### src/rtl/countdown_timer.sv
// Minutes:seconds countdown timer (00:00-59:59) with set/run/pause/alarm states.
// BCD digits, blink enables and the alarm are decoded from state and sig2hz.
module countdown_timer #(
  parameter int PRESET_MIN = 3,
  parameter int ALARM_SEC  = 10
) (
  input  logic       CLK,
  input  logic       RST,
  input  logic       en1hz,
  input  logic       sig2hz,
  input  logic       mode,
  input  logic       select,
  input  logic       adjust,
  output logic [3:0] sec1,
  output logic [2:0] sec10,
  output logic [3:0] min1,
  output logic [2:0] min10,
  output logic       secon,
  output logic       minon,
  output logic       alarm,
  output logic       running
);

  typedef enum logic [2:0] {IDLE, SET_MIN, SET_SEC, RUN, PAUSE, DONE} state_t;

  // Time word packing: {min10[2:0], min1[3:0], sec10[2:0], sec1[3:0]}
  localparam logic [13:0] PRESET_T = {3'(PRESET_MIN / 10), 4'(PRESET_MIN % 10), 7'd0};
  localparam logic [7:0]  ALARM_N  = 8'(ALARM_SEC);

  state_t      state, state_nxt;
  logic [13:0] count, count_nxt;
  logic [13:0] preset, preset_nxt;
  logic [13:0] count_dec;
  logic [7:0]  asec, asec_nxt;
  logic        btn_mode, btn_sel, btn_adj, any_btn;

  // Increment a {tens, ones} BCD field 00..59 with wrap to 00.
  function automatic logic [6:0] inc60(input logic [6:0] v);
    logic [2:0] t;
    logic [3:0] o;
    t = v[6:4];
    o = v[3:0];
    if (o == 4'd9) begin
      o = 4'd0;
      t = (t == 3'd5) ? 3'd0 : t + 3'd1;
    end else begin
      o = o + 4'd1;
    end
    return {t, o};
  endfunction

  function automatic logic [13:0] dec_time(input logic [13:0] v);
    logic [2:0] m10, s10;
    logic [3:0] m1, s1;
    {m10, m1, s10, s1} = v;
    if (s1 != 4'd0) begin
      s1 = s1 - 4'd1;
    end else begin
      s1 = 4'd9;
      if (s10 != 3'd0) begin
        s10 = s10 - 3'd1;
      end else begin
        s10 = 3'd5;
        if (m1 != 4'd0) begin
          m1 = m1 - 4'd1;
        end else begin
          m1  = 4'd9;
          m10 = (m10 == 3'd0) ? 3'd5 : m10 - 3'd1;
        end
      end
    end
    return {m10, m1, s10, s1};
  endfunction

  // Only the highest-priority pulse of a coincident group is acted on.
  assign btn_mode  = mode;
  assign btn_sel   = select & ~mode;
  assign btn_adj   = adjust & ~mode & ~select;
  assign any_btn   = mode | select | adjust;
  assign count_dec = dec_time(count);

  always_ff @(posedge CLK or negedge RST) begin
    if (!RST) begin
      state  <= IDLE;
      count  <= PRESET_T;
      preset <= PRESET_T;
      asec   <= 8'd0;
    end else begin
      state  <= state_nxt;
      count  <= count_nxt;
      preset <= preset_nxt;
      asec   <= asec_nxt;
    end
  end

  always_comb begin
    state_nxt  = state;
    count_nxt  = count;
    preset_nxt = preset;
    asec_nxt   = asec;
    case (state)
      IDLE: begin
        if (btn_mode) begin
          state_nxt = SET_MIN;
        end else if (btn_sel) begin
          if (count != 14'd0) state_nxt = RUN;
        end else if (btn_adj) begin
          count_nxt = preset;
        end
      end
      SET_MIN: begin
        if (btn_mode) begin
          state_nxt = IDLE;
        end else if (btn_sel) begin
          state_nxt = SET_SEC;
        end else if (btn_adj) begin
          count_nxt  = {inc60(count[13:7]), count[6:0]};
          preset_nxt = {inc60(preset[13:7]), preset[6:0]};
        end
      end
      SET_SEC: begin
        if (btn_mode) begin
          state_nxt = IDLE;
        end else if (btn_sel) begin
          state_nxt = SET_MIN;
        end else if (btn_adj) begin
          count_nxt  = {count[13:7], inc60(count[6:0])};
          preset_nxt = {preset[13:7], inc60(preset[6:0])};
        end
      end
      RUN: begin
        // Expiry on the same edge wins over a coincident pause request.
        if (en1hz) begin
          count_nxt = count_dec;
          if (count_dec == 14'd0) begin
            state_nxt = DONE;
            asec_nxt  = 8'd0;
          end else if (btn_sel) begin
            state_nxt = PAUSE;
          end
        end else if (btn_sel) begin
          state_nxt = PAUSE;
        end
      end
      PAUSE: begin
        if (btn_sel) begin
          state_nxt = RUN;
        end else if (btn_adj) begin
          count_nxt = preset;
          state_nxt = IDLE;
        end
      end
      DONE: begin
        if (any_btn || (en1hz && (asec + 8'd1 == ALARM_N))) begin
          count_nxt = preset;
          state_nxt = IDLE;
        end else if (en1hz) begin
          asec_nxt = asec + 8'd1;
        end
      end
      default: state_nxt = IDLE;
    endcase
  end

  always_comb begin
    secon   = 1'b1;
    minon   = 1'b1;
    alarm   = 1'b0;
    running = 1'b0;
    case (state)
      SET_MIN: minon = sig2hz;
      SET_SEC: secon = sig2hz;
      RUN:     running = 1'b1;
      PAUSE: begin
        minon = sig2hz;
        secon = sig2hz;
      end
      DONE: begin
        minon = sig2hz;
        secon = sig2hz;
        alarm = sig2hz;
      end
      default: ;
    endcase
  end

  assign {min10, min1, sec10, sec1} = count;

endmodule

### config.mk
export PLATFORM = sky130hd
export DESIGN_NAME = countdown_timer
export DESIGN_NICKNAME = d
export VERILOG_FILES = /design/src/rtl/countdown_timer.sv
export SDC_FILE = /design/constraint.sdc
export NUM_CORES = 1
export LEC_CHECK = 0
export ABC_AREA = 1
export CAP_MARGIN = 20
export CORE_ASPECT_RATIO = 1.25
export CORE_MARGIN = 10
export CORE_UTILIZATION = 53
export CTS_CLUSTER_DIAMETER = 30
export DETAILED_ROUTE_END_ITERATION = 16
export PLACE_DENSITY = 0.77
export SLEW_MARGIN = 15
export SYNTH_ARGS = -nofsm -noshare
export SYNTH_HDL_FRONTEND = slang
export SYNTH_SLANG_ARGS = --single-unit
export TNS_END_PERCENT = 20
### constraint.sdc
create_clock -name CLK -period 2.35 [get_ports CLK]
set_clock_uncertainty 0.05 [all_clocks]
set_input_delay 0.705 -clock CLK [delete_from_list [all_inputs] [get_ports CLK]]
set_output_delay 0.705 -clock CLK [all_outputs]
set_load 0.1 [all_outputs]
# Yosys cells after proc, flatten, opt, wreduce, memory -nomap -nowiden
# Index checks and enable logic that the tools add are counted.
# totals
ff_bits	39
in_bits	7
out_inout_bits	18
# classes
add_sub_neg	13
eq_ne	33
mux	64
n_bitwise	10
n_reduce_logical	24
# op_table
operator	count
two-way mux 14 bit	11
one-hot mux 14 bit (6 select lines)	1
two-way mux 3 bit	27
two-way mux 7 bit	6
two-way mux 4 bit	8
two-way mux 8 bit	4
inequality test 2 bit (second input constant)	14
one-hot mux 14 bit (2 select lines)	1
== test 3 bit (second input constant)	6
one-hot mux 3 bit (6 select lines)	1
AND reduction 6 bit	3
AND reduction 9 bit	2
adder 4 x 1 -> 4 bit (second input constant)	4
== test 4 bit (second input constant)	4
one-hot mux 8 bit (2 select lines)	1
AND reduction 8 bit	2
inequality test 3 bit (second input constant)	5
AND reduction 5 bit	3
logical NOT 14 bit	1
nonzero test 14 bit	1
adder 3 x 1 -> 3 bit (second input constant)	4
nonzero test 5 bit	2
adder 8 x 1 -> 8 bit (second input constant)	1
== test 8 x 4 -> 1 bit (second input constant)	1
other kinds (15)	31

# Longest topological paths before layout
# Gate-level depths: netlist of the first run.
# logic_depth
depth_word	9
ltp_mapped	16

# Worst setup path after synthesis of the first run
# OpenSTA, ideal clock, no wires.
# synth_path
path_type	reg2out
startpoint	register state[0]
endpoint	output alarm
arrival_time_ns	2.099
slack_ns	-0.504
stages_incl_launch_ff	7
path_cell_list	dfrtp_1 -> inv_2 -> nor2_1 -> inv_2 -> nor2_2 -> inv_2 -> nor2_1
# synth_between
elab_chain_cells	2
# synth_rtl
item	line_no	text
from (decl)	30	state_t state, state_nxt;
from (signal assigned)	89	state <= state_nxt;
== test 3 bit	170	case (state)
two-way mux 1 bit	170	
to (decl)	20	output logic alarm,
# Every way passes these cells.

# Worst setup path after layout of the first run
# layout_path
startpoint	input sig2hz
endpoint	output minon
# layout_between
elab_chain_cells	1
# layout_rtl
item	line_no	text
from (decl)	10	input logic sig2hz,
two-way mux 1 bit	170	
to (decl)	19	output logic minon,
# Every way passes these cells.

==> reports/summary.txt, run 1 <==
initial antenna violation count = 0
slack of the worst reg-to-reg path = 0.11 ns
Detailed Place HPWL = 6400 um
power density over the cells = 1420 nW/um2
Fin. Hold Viols = 0
Worst Path Max Fanout = 3
synthesis-to-layout area growth = 25.6%
Hold/Removal Path Class = in2async
CTS tree = done
Yosys warning total = 0
syn avg cell area = 6.99 um2
vias per cell = 5.51
Primary FF master, synth = dfrtp_1
Slew @ Worst Pin = 0.493 ns
setup violators final = 0
Syn Nets = 464
fin crit share = 98.1%
part of the Yosys area used for sequential elements = 31.6%
Clock Path Buffers = 2
Ant. Diodes = 0
number of port buffers = 24
Rel. slew slack = 67.1%
row cnt = 31
CTS Root Cell = clkbuf_8
Seq cells post-synth = 39
critical path endpoint category = output port
biggest area consumer among synthesized cells = dfrtp_1
CTS HTree Levels = 2
area of the core = 5740 um2
final setup TNS = 0 ns
largest net degree at the start of global routing = 21
RD Place Congestion = 0.938
total wire length = 8010 um
status = finished clean
worst-skew pair later-pin latency = 0.29 ns
CTS Hold Buffers Added = 0
Layout Nets = 515
total track usage = 18.4%
Syn Inst Count = 444
Hold WS = 0.313 ns
Placement Cell Area = 3770 um2
ranking of synthesized cells by area = dfrtp_1, nand2_1, nand3_1, ha_1, inv_1
antenna viol nets, final = 0
DRC = 0
peak supply drop = 0.967 mV
Slew Viols, Final = 0
share of cells above drive strength 1 = 27.0%
Tmin final = 2.31 ns
Netlist cell types = 43
DR pass1 iterations = 4
first-pass GRT wire length = 14100 um
WP data required = 1.59 ns
vias in the first global route = 3168
die height = 106 um
Worst setup SP type = input pin
routed via count = 3098
IO Count = 25
Synth Cell Area = 3100 um2
DIE AREA = 9340 um2
initial DRC count = 179
RSZ-0062 raised after global routing = no
DIE WIDTH = 88.5 um
Max Cap Viol = 0
FFs w/ async S/R, synth = 100%
CP arrival = 1.55 ns
Setup Crit Path Kind = in2out
Post-synth EDFFs = 0
Clock transition at path regs = 0.08 ns
DR WL/cell = 14.3 um
leakage = 1.80 nW
gr ovfl total = 0
Non-Filler Cell Area, Final = 3900 um2
CTS Buf Count = 5
area share of the largest cell type after synthesis = 28.2%
maximum clock rate = 0.434 GHz
Num Clock Sinks = 39
Initial Util = 54.1%
Layout fillers = 493
fin util = 67.9%
Reg2Reg Depth = 13
==> critical path, stage by stage <==
cell and delay (ns):
clkdlybuf4s50_1 0.45, inv_1 0.07, nand2_1 0.13, buf_12 0.19
==> stage by stage <==
step                setup slack (ns)  cells  total power, mW
global placement              -0.115    553             4.92
global route                 0.00712    562             5.98
floorplan                     0.0186    444             3.90
CTS                           0.0188    561             5.47
finish                        0.0448    562             5.54
detailed placement            -0.199    553             5.01
==> cells in the final DEF (no fill, tap or decap), drive strengths merged, types with 4 or more instances in the layout <==
cell             n
a21oi           24
buf             46
clkbuf           7
clkdlybuf4s50    5
clkinv           5
dfrtp           35
dfstp            4
ha              13
inv             55
nand2          114
nand3           45
nor2            52
nor3             9
o21ai           37
o22ai           11
or2              8
xor2             7
==> path summary, 6_finish.rpt <==
path | start | endpoint
setup / recovery | sig2hz | minon
hold / removal | RST | preset[5]$_DFFE_PN0P_
setup reg to reg | count[8]$_DFFE_PN1P_ | asec[1]$_DFFE_PN0P_
hold reg to reg | preset[13]$_DFFE_PN0P_ | preset[13]$_DFFE_PN0P_
max in group asynchronous | RST | count[12]$_DFFE_PN0P_
min in group CLK | preset[13]$_DFFE_PN0P_ | preset[13]$_DFFE_PN0P_
==> registers in the layout, summed over array words and instances, names as in the netlist <==
| name | flops |
|---|---|
| asec | 8 |
| count | 14 |
| preset | 14 |
| state | 3 |
==> power by group <==
part	switching, mW	internal (mW)
Sequential	0.314	0.916
Combinational	2.57	1.29
Clock	0.238	0.209
==> synthesized netlist by cell type (7+ instances only) <==
cell type / n
o21ai_0: 18
o22ai_1: 11
nor2_1: 40
o21ai_1: 11
nand3_1: 41
xor2_1: 7
or2_2: 7
nand2_1: 102
a21oi_1: 24
inv_2: 15
dfrtp_1: 35
inv_1: 40
nand2_2: 10
o21ai_2: 8
ha_1: 13
nor3_1: 8
nor2_2: 7
==> cell families (layout without fill, tap and decap cells) <==
family                   Yosys count  count (layout)  share of synthesized area, %
flip-flops                        39              39                          31.6
XOR/XNOR                           9               9                          2.54
buffers and inverters             66             118                          8.67
AO/OA/AOI/OAI                     82              82                          15.6
AND/OR/NAND/NOR                  235             235                          36.4
adder cells (fa/ha/maj)           13              13                          5.24
==> metal layers <==
| layer | global-route usage (%) | up-vias | wire [um] |
|---|---|---|---|
| met5 | 0 | - | 0 |
| met4 | 8.10 | 0 | 216 |
| met3 | 3.78 | 19 | 383 |
| met2 | 32.7 | 66 | 4320 |
| met1 | 20.2 | 1458 | 3090 |
| li1 | - | 1555 | - |
==> cell type report <==
| class | instances | area, um2 | area share (%) |
|---|---|---|---|
| Clock buffer | 7 | 76.3 | 1.96 |
| Clock inverter | 1 | 5.00 | 0.128 |
| Inverter | 59 | 225 | 5.78 |
| Multi-Input combinational cell | 339 | 1910 | 49.1 |
| Sequential cell | 39 | 1000 | 25.7 |
| Tap cell | 66 | 82.6 | 2.12 |
| Timing Repair Buffer | 51 | 593 | 15.2 |
==> what timing repair did <==
item,CTS,global route
resized for setup,1,8
hold endpoints to repair,0,0
setup endpoints to repair,1,20
setup buffers,0,1
pin swaps,0,2
Note: power is estimated with default switching activity, not from simulation.
==> inputs of run 2 (changes only) <==
--- a/config.mk
+++ b/config.mk
@@ -12,6 +12,7 @@
 export CORE_UTILIZATION = 53
 export CTS_CLUSTER_DIAMETER = 30
 export DETAILED_ROUTE_END_ITERATION = 16
+export MAX_ROUTING_LAYER = met4
 export PLACE_DENSITY = 0.77
 export SLEW_MARGIN = 15
 export SYNTH_ARGS = -nofsm -noshare
==> run 2 against run 1 <==
  * Combinational power hardly changed
  * Total power is 0.53% higher
  * Global-route usage is 0.55 points higher
  * Critical path type unchanged
  * Critical endpoint unchanged
==> reports/summary.txt, run 2 (same netlist as run 1, synthesis figures left out) <==
Ant. Diodes = 0 (unchanged)
most frequent cells in the layout = nand2_1, nand3_1, nor2_1
total track usage = 18.9% (+0.55 points)
vias in the first global route = 3165 (-0.095%)
Clock transition at path regs = 0.08 ns (about the same)
commonest non-fill, non-tap cell in the layout = nand2_1
total power = 5.57 mW (+0.53%)
first-pass GRT wire length = 14100 um (about the same)
initial DRC count = 174 (-2.8%)
CTS HTree Levels = 2 (unchanged)
CTS Hold Buffers Added = 0 (unchanged)
DR WL/cell = 14.2 um (-0.23%)
Layout fillers = 491 (-0.41%)
CP arrival = 1.55 ns (about the same)
Worst setup SP type = input pin
Clock Path Buffers = 2 (unchanged)
maximum clock rate = 0.434 GHz (unchanged)
Max Cap Viol = 0 (unchanged)
Slew Viols, Final = 0 (unchanged)
Reg2Reg Depth = 13 (unchanged)
area of the core = 5740 um2 (unchanged)
CP endpoint = minon
CTS Root Cell = clkbuf_8
RD Place Congestion = 0.955 (+1.8%)
Non-Filler Cell Area, Final = 3910 um2 (+0.38%)
share of cells above drive strength 1 = 27.3% (+0.29 points)
largest net degree at the start of global routing = 21 (unchanged)
Num Clock Sinks = 39 (unchanged)
biggest regs = count (14), preset (14), asec (8)
gr ovfl total = 0 (unchanged)
worst-skew pair later-pin latency = 0.29 ns (about the same)
Layout Nets = 517 (+0.39%)
synthesis-to-layout area growth = 26.1%
routed via count = 3118 (+0.65%)
Slew @ Worst Pin = 0.498 ns (+0.00473 ns)
total wire length = 8020 um (+0.12%)
RSZ-0062 raised after global routing = no
DIE WIDTH = 88.5 um (unchanged)
status = finished clean
CTS Buf Count = 5 (unchanged)
Hold/Removal Path Class = in2async
peak supply drop = 0.967 mV (about the same)
number of port buffers = 24 (unchanged)
WP data required = 1.59 ns (about the same)
critical path endpoint category = output port
power density over the cells = 1420 nW/um2 (+0.15%)
setup violators final = 0 (unchanged)
antenna viol nets, final = 0 (unchanged)
CTS tree = done
initial antenna violation count = 0 (unchanged)
Worst setup startpoint = sig2hz
Fin. Hold Viols = 0 (unchanged)
DIE AREA = 9340 um2 (unchanged)
row cnt = 31 (unchanged)
Tmin final = 2.31 ns (-0.000000400 ns)
DRC = 0 (unchanged)
die height = 106 um (unchanged)
Worst R2R Start = count[8]$_DFFE_PN1P_
vias per cell = 5.53 (+0.29%)
IO Count = 25 (unchanged)
Rel. slew slack = 66.8% (-0.32 points)
slack of the worst reg-to-reg path = 0.11 ns (about the same)
Detailed Place HPWL = 6400 um (unchanged)
Setup Crit Path Kind = in2out
Worst Path Max Fanout = 3 (unchanged)
Placement Cell Area = 3770 um2 (unchanged)
leakage = 1.81 nW (+0.52%)
reg-to-reg critical path endpoint = asec[1]$_DFFE_PN0P_
DR pass1 iterations = 4 (unchanged)
Initial Util = 54.1% (unchanged)
fin crit share = 98.1% (about the same)
[run 2: timing repair]
item	in CTS	in global routing
gates resized for setup	1	8
pin swaps	0	3
buffers inserted	0	3
endpoints found under the setup margin	1	20
[run 2: worst min-delay path by stage]
stage | start | to | depth (start not counted)
floorplan | RST | asec[0]$_DFFE_PN0P_ | 0
global placement | asec[7]$_DFFE_PN0P_ | asec[7]$_DFFE_PN0P_ | 2
detailed placement | asec[7]$_DFFE_PN0P_ | asec[7]$_DFFE_PN0P_ | 2
CTS | RST | count[5]$_DFFE_PN0P_ | 1
global route | RST | count[5]$_DFFE_PN0P_ | 1
finish | RST | preset[5]$_DFFE_PN0P_ | 1
[run 2: per-stage QoR]
step	hold WS [ns]	util, %	std cells	TNS [ns]	worst slack [ns]
after floorplan	0.359	-	444	0	0.0186
after global placement	0.440	65.7	553	-1.34	-0.115
after detailed placement	0.454	65.7	553	-2.47	-0.199
after CTS	0.327	67.1	561	0	0.0188
after global routing	0.337	68.2	564	0	0.00776
final	0.316	68.2	564	0	0.0448
[run 2: where the power goes]
part	switching (mW)	internal, mW	total, mW
combinational	2.57	1.32	3.89
clock	0.236	0.209	0.445
sequential	0.315	0.916	1.23
total	3.12	2.45	5.57
[run 2: layout make-up]
cell class	count	area (um2)	share of cell area (%)
Multi-Input combinational cell	339	1910	48.9
Inverter	59	225	5.75
Sequential cell	39	1000	25.6
Timing Repair Buffer	53	608	15.5
Clock inverter	1	5.00	0.128
Clock buffer	7	76.3	1.95
Tap cell	66	82.6	2.11
[run 2: critical path, cell delays in order]
cell	delay (ns)
clkdlybuf4s50_1	0.45
inv_1	0.07
nand2_1	0.13
buf_12	0.19
[run 2: layer usage]
| metal | vias up | wire (um) | global-route usage (%) |
|---|---|---|---|
| met5 | - | 0 | - |
| met4 | 0 | 234 | 8.10 |
| met3 | 21 | 398 | 3.62 |
| met2 | 80 | 4310 | 32.7 |
| met1 | 1457 | 3080 | 20.4 |
| li1 | 1560 | - | - |
==> inputs of run 3 (changes only) <==
--- a/config.mk
+++ b/config.mk
@@ -6,6 +6,7 @@
 export NUM_CORES = 1
 export LEC_CHECK = 0
 export ABC_AREA = 1
+export ABC_CLOCK_PERIOD_IN_PS = 2350
 export CAP_MARGIN = 20
 export CORE_ASPECT_RATIO = 1.25
 export CORE_MARGIN = 10
==> results of run 3 <==
The final DEF is identical to that of run 2; final timing and power are the same.
